`src/rtl/fp16_host_pkg.sv`:
```
// Shared types and FP16 field constants for the byte-serial FP16 multiplier host.
package fp16_host_pkg;

  typedef enum logic [2:0] {
    StIdle,
    StSync,
    StSendLo,
    StSendHi,
    StWait,
    StRecvLo,
    StRecvHi,
    StResp
  } host_state_e;

  localparam int unsigned SIGN_BIT = 15;
  localparam int unsigned EXP_MSB  = 14;
  localparam int unsigned EXP_LSB  = 10;
  localparam int unsigned MANT_W   = 10;
  localparam int unsigned EXP_W    = EXP_MSB - EXP_LSB + 1;
  localparam int unsigned EXP_BIAS = 15;
  localparam int unsigned BYTES    = 2;

  // The device is enabled from the sync cycle through the last receive cycle.
  function automatic logic dev_active(host_state_e s);
    return (s != StIdle) && (s != StResp);
  endfunction

endpackage

```
`src/rtl/fp16_mul_ref.sv`:
```
// Combinational reference of the device's simplified FP16 multiply, used to flag bad results.
module fp16_mul_ref
  import fp16_host_pkg::*;
(
  input  logic [15:0] a,
  input  logic [15:0] b,
  output logic [15:0] prod
);

  logic              sa, sb;
  logic [EXP_W-1:0]  ea, eb, e;
  logic [MANT_W-1:0] ma, mb, mant;
  logic [MANT_W:0]   m;
  logic              c;

  always_comb begin
    sa   = a[SIGN_BIT];
    sb   = b[SIGN_BIT];
    ea   = a[EXP_MSB:EXP_LSB];
    eb   = b[EXP_MSB:EXP_LSB];
    ma   = a[MANT_W-1:0];
    mb   = b[MANT_W-1:0];
    // Hidden-one sum wraps at 11 bits; bit 10 is the normalisation carry.
    m    = {1'b1, ma} + {1'b1, mb};
    c    = m[MANT_W];
    e    = ea + eb - EXP_W'(EXP_BIAS) + {{(EXP_W-1){1'b0}}, c};
    mant = c ? m[MANT_W:1] : m[MANT_W-1:0];
    prod = {sa ^ sb, e, mant};
  end

endmodule

```
`src/rtl/fp16_mul_byte_host.sv`:
```
// Host initiator for the byte-serial FP16 multiplier: serialises an operand pair, returns result.
// Optional reference check enabled by defining FP16_HOST_REF_CHECK_EN.
module fp16_mul_byte_host
  import fp16_host_pkg::*;
#(
  parameter int unsigned RESP_LAT = 3,
  parameter int unsigned DATA_W   = 16
) (
  input  logic              clk,
  input  logic              rst_n,
  input  logic              req_valid,
  output logic              req_ready,
  input  logic [DATA_W-1:0] req_a,
  input  logic [DATA_W-1:0] req_b,
  output logic              rsp_valid,
  input  logic              rsp_ready,
  output logic [DATA_W-1:0] rsp_result,
  output logic              dev_ena,
  output logic [7:0]        dev_ui,
  output logic [7:0]        dev_uio,
  input  logic [7:0]        dev_uo,
  output logic              chk_mismatch
);

  host_state_e       state_q, state_d;
  logic [DATA_W-1:0] a_q, a_d;
  logic [DATA_W-1:0] b_q, b_d;
  logic [DATA_W-1:0] result_q, result_d;
  logic [3:0]        cnt_q, cnt_d;
  logic              req_ready_q, req_ready_d;
  logic              rsp_valid_q, rsp_valid_d;
  logic              dev_ena_q, dev_ena_d;
  logic [7:0]        dev_ui_q, dev_ui_d;
  logic [7:0]        dev_uio_q, dev_uio_d;

  always_comb begin
    state_d  = state_q;
    a_d      = a_q;
    b_d      = b_q;
    result_d = result_q;
    cnt_d    = cnt_q;
    unique case (state_q)
      StIdle: begin
        if (req_valid && req_ready_q) begin
          a_d     = req_a;
          b_d     = req_b;
          state_d = StSync;
        end
      end
      StSync:   state_d = StSendLo;
      StSendLo: state_d = StSendHi;
      StSendHi: begin
        cnt_d   = 4'(RESP_LAT - 1);
        state_d = StWait;
      end
      StWait: begin
        if (cnt_q == 4'd0) begin
          state_d = StRecvLo;
        end else begin
          cnt_d = cnt_q - 4'd1;
        end
      end
      StRecvLo: begin
        result_d[7:0] = dev_uo;
        state_d       = StRecvHi;
      end
      StRecvHi: begin
        result_d[15:8] = dev_uo;
        state_d        = StResp;
      end
      StResp: begin
        if (rsp_ready) begin
          state_d = StIdle;
        end
      end
      default: state_d = StIdle;
    endcase
  end

  // Outputs are registered from the next state so they line up with the state they describe.
  always_comb begin
    req_ready_d = (state_d == StIdle);
    rsp_valid_d = (state_d == StResp);
    dev_ena_d   = dev_active(state_d);
    dev_ui_d    = 8'h00;
    dev_uio_d   = 8'h00;
    if (state_d == StSendLo) begin
      dev_ui_d  = a_q[7:0];
      dev_uio_d = b_q[7:0];
    end else if (state_d == StSendHi) begin
      dev_ui_d  = a_q[15:8];
      dev_uio_d = b_q[15:8];
    end
  end

  always_ff @(posedge clk) begin
    if (!rst_n) begin
      state_q     <= StIdle;
      a_q         <= '0;
      b_q         <= '0;
      result_q    <= '0;
      cnt_q       <= '0;
      req_ready_q <= 1'b1;
      rsp_valid_q <= 1'b0;
      dev_ena_q   <= 1'b0;
      dev_ui_q    <= 8'h00;
      dev_uio_q   <= 8'h00;
    end else begin
      state_q     <= state_d;
      a_q         <= a_d;
      b_q         <= b_d;
      result_q    <= result_d;
      cnt_q       <= cnt_d;
      req_ready_q <= req_ready_d;
      rsp_valid_q <= rsp_valid_d;
      dev_ena_q   <= dev_ena_d;
      dev_ui_q    <= dev_ui_d;
      dev_uio_q   <= dev_uio_d;
    end
  end

  assign req_ready  = req_ready_q;
  assign rsp_valid  = rsp_valid_q;
  assign rsp_result = result_q;
  assign dev_ena    = dev_ena_q;
  assign dev_ui     = dev_ui_q;
  assign dev_uio    = dev_uio_q;

`ifdef FP16_HOST_REF_CHECK_EN
  logic [15:0] expected;
  logic        chk_q, chk_d;

  fp16_mul_ref u_ref (
    .a    (a_q),
    .b    (b_q),
    .prod (expected)
  );

  // Compare against the result as it will stand in RESP, so the flag is valid on entry.
  assign chk_d = (state_d == StResp) && (result_d != expected);

  always_ff @(posedge clk) begin
    if (!rst_n) begin
      chk_q <= 1'b0;
    end else begin
      chk_q <= chk_d;
    end
  end

  assign chk_mismatch = chk_q;
`else
  assign chk_mismatch = 1'b0;
`endif

endmodule

```
`config.mk`:
```
export PLATFORM = sky130hd
export DESIGN_NAME = fp16_mul_byte_host
export DESIGN_NICKNAME = d
export VERILOG_FILES = /design/src/rtl/fp16_host_pkg.sv /design/src/rtl/fp16_mul_ref.sv /design/src/rtl/fp16_mul_byte_host.sv
export SDC_FILE = /design/constraint.sdc
export NUM_CORES = 1
export LEC_CHECK = 0
export CAP_MARGIN = 0
export CORE_MARGIN = 8
export CORE_UTILIZATION = 34
export DETAILED_ROUTE_END_ITERATION = 7
export GPL_ROUTABILITY_DRIVEN = 0
export GPL_TIMING_DRIVEN = 0
export REMOVE_ABC_BUFFERS = 1
export SLEW_MARGIN = 20
export SYNTH_ARGS = -nofsm -noshare
export SYNTH_HDL_FRONTEND = slang
export SYNTH_HIERARCHICAL = 1
export SYNTH_SLANG_ARGS = --single-unit
```
`constraint.sdc`:
```
create_clock -name clk -period 1.44 [get_ports clk]
set_input_delay 0.288 -clock clk [delete_from_list [all_inputs] [get_ports clk]]
set_output_delay 0.288 -clock clk [all_outputs]
set_load 0.02 [all_outputs]
```
==> metrics.cfg <==
[worst_setup_path]
cp-startpoint=state_q[2]
cp_slowest_cell=or4_4
max_stage_delay_ps=440
path_class=register to register
r2r-end=cnt_q[3]
worstRegToRegCells=4
cp.required_ps=1710
crit_arrival_ps=1790
critPathMaxFanout=7
crit_family=simple AND/OR/NAND/NOR gates
end_kind=register
critical_path.cell_chain=buf_12, or3b_4, or4_4, a21oi_2
crit_buf_inv=1
r2r_slack_ps=-80
r2r-start=state_q[2]
critPathLaunchType=register

[clock_tree]
worst_skew_pair.late_latency_ps=340
clock_sinks=74
clockBufferDepth=2
ctsRootBufferMaster=clkbuf_8
cts_htree_levels=3
cts_tree=done
holdBufCountCts=0
cts.clk_slew.worst_paths_ps=70
cts_made_buffers=9

[floorplanning]
start_util=0.3455
die_h_um=106.9
io_pins=80
fp.dieArea_um2=11430
die_x_um=106.9
core_area_um2=8134
std_cell_rows=33

[routing]
first_pass_iters=4
drt_iter0_drc=189
drt-total-wl_um=9037
avgViaCountPerCell=5.254
postRouteAntennaNets=0
num_vias=2811
wire_per_inst_um=16.89
drc=0

[outcome]
violations=setup timing
status=finished, violations left

[global_routing]
grt_max_degree=35
grt_overflow=0
first_global_vias=2823
grt_usage=0.1612
grt_first_pass_wirelength_um=14680
antenna_found_initial=0

[power]
power_frac_clock=0.335
p_comb_frac=0.209
vdd_drop_max_mv=0.5831
power.switching_mw=1.364
power_density_nw_per_um2=1167
switching_share=0.2733
seqPwrFrac=0.457
cellLeakagePower_nw=1.686
finalPower_mw=4.991
p_int_mw=3.627

[timing]
finalMaxSlewViolations=0
max_freq_mhz=658.8
worst_pin_slew_ps=510.6
period_share=1.054
hold_viol=0
setup_tns_ps=-191.4
fin_skew_ps=7.734
relSlewSlack=0.6590
setup_viol_count_final=4
period_needed_ps=1518
rsz0062_at_grt=true
timing.final.ws_setup_ps=-78.00

[min_path]
hold_path_startpoint=rst_n
holdPathStages=2
hold_path_class=input port to register
hold-path-endpoint=req_ready

[placed_design]
dp_hpwl_um=5239
place_area_um2=3707
io_buffer_count=78
dp_cells=490
post-place-ws_ps=-1073

[layout]
n_antenna_cell=0
nets=472
final_cells=535
syn2layout_area_growth_pct=52.18
drive_gt1_frac=0.1674
multi_input_area_um2=1323
fillers=757
stdcell_area_um2=4277
regArea_um2=1498

[synthesis]
netlist_area_um2=2810
synth-seq-cells=74
syn_inst=334
yosys_warnings=6
seq_area_frac_synth=0.5272
yosys.cell_types.count=33
avgSynthCellArea_um2=8.414

[flow_run]
cap_violations=0

sequential cells by signal, indices dropped and copies added, names as in the netlist, 3 cells and up:
| name | count |
|---|---|
| a_q | 16 |
| b_q | 16 |
| cnt_q | 4 |
| dev_ui | 8 |
| dev_uio | 8 |
| rsp_result | 16 |
| state_q | 3 |
how the worst max path moves through the flow:
stage,endpoint,slack (ps),cells past startpoint
after global routing,cnt_q[3],-120,4
after CTS,cnt_q[3],-50,4
after floorplan,a_q[0],-1850,3
after global placement,a_q[4],-3610,4
final,cnt_q[3],-80,4
after detailed placement,b_q[12],-1070,4
metal layers:
layer,share of wire,vias up,track usage
met3,0.046,14,0.02999
li1,-,1367,-
met1,0.45,1355,0.2047
met2,0.48,75,0.2589
met4,0.019,0,0.07538
met5,0,-,0
cell usage in the layout, fill, tap and decap left out, types with 3 or more instances in the layout:
master,count
nand3_1,47
clkdlybuf4s50_1,41
buf_4,26
nand2_1,20
a22oi_1,16
o21ai_0,23
dlygate4sd2_1,36
dfxtp_1,69
inv_1,3
nor2_1,18
dfxtp_4,4
nand3b_1,3
o21ai_1,13
a21oi_1,52
clkbuf_8,12
layout make-up:
cell class | instances | share of cell area
multi-input combinational | 223 | 0.3092
inverter | 5 | 0.005266
tap | 105 | 0.03072
clock inverter | 2 | 0.008192
sequential | 74 | 0.3502
timing repair inverter | 1 | 0.001755
clock buffer | 13 | 0.03950
timing repair buffer | 112 | 0.2551
power by group through the flow:
stage / combinational [mW] / sequential, mW / clock (mW)
after global routing: 1.13 / 2.30 / 1.78
after detailed placement: 0.788 / 2.33 / 0
after floorplan: 0.359 / 2.34 / 0
after global placement: 0.698 / 2.33 / 0
final: 1.04 / 2.28 / 1.67
after CTS: 0.900 / 2.31 / 1.68
Yosys cell counts:
cell       instances  share of area
dfxtp_1           74           0.53
a21oi_1           54          0.096
nand3_1           48          0.085
clkbuf_1          31          0.041
o21ai_0           31          0.055
nand2_1           21          0.028
nor2_1            18          0.024
a22oi_1           16          0.043
inv_1              5         0.0067
o21ai_1            5         0.0089
nand3b_1           3         0.0080
ha_1               2         0.0089
nor2b_1            2         0.0045
nor3b_1            2         0.0053
o31a_1             2         0.0062
or3_1              2         0.0045
or4_1              2         0.0053
a2111oi_0          1         0.0031
a311oi_1           1         0.0031
a31oi_1            1         0.0022
and2_1             1         0.0022
buf_2              1         0.0018
buf_4              1         0.0027
conb_1             1         0.0013
nand2b_1           1         0.0022
nand4_1            1         0.0022
nand4bb_1          1         0.0040
nor3_1             1         0.0018
nor4b_1            1         0.0031
nor4bb_1           1         0.0036
o211ai_1           1         0.0027
or2_0              1         0.0022
or3b_1             1         0.0031
timing repair:
item	in CTS	in global routing
pin swaps	6	6
setup buffers	11	16
gates cloned	4	0
gates resized for setup	57	18
setup endpoints to repair	104	53
worst reg2reg max path, cell delays in order (launching register included):
cell     delay, ps
dfxtp_4        360
buf_12         100
or3b_4         420
or4_4          440
a21oi_2        130
stage by stage:
stage	utilization	hold WS, ps
4_1_cts	0.5064	458.1
5_1_grt	0.5258	419.5
3_3_place_gp	0.4418	445.1
3_5_place_dp	0.4558	449.7
2_1_floorplan	-	368.0
6_report	0.5258	419.8
logic make-up after synthesis:
logic type,Yosys count,share of synthesized area
AOI/OAI and AO/OA,112,0.2204
adders and majority gates,2,0.008903
buffers and inverters,38,0.05254
DFF,74,0.5272
other,1,0.001334
and+or+nand+nor,107,0.1897
Power figures use the tool's default switching activity.
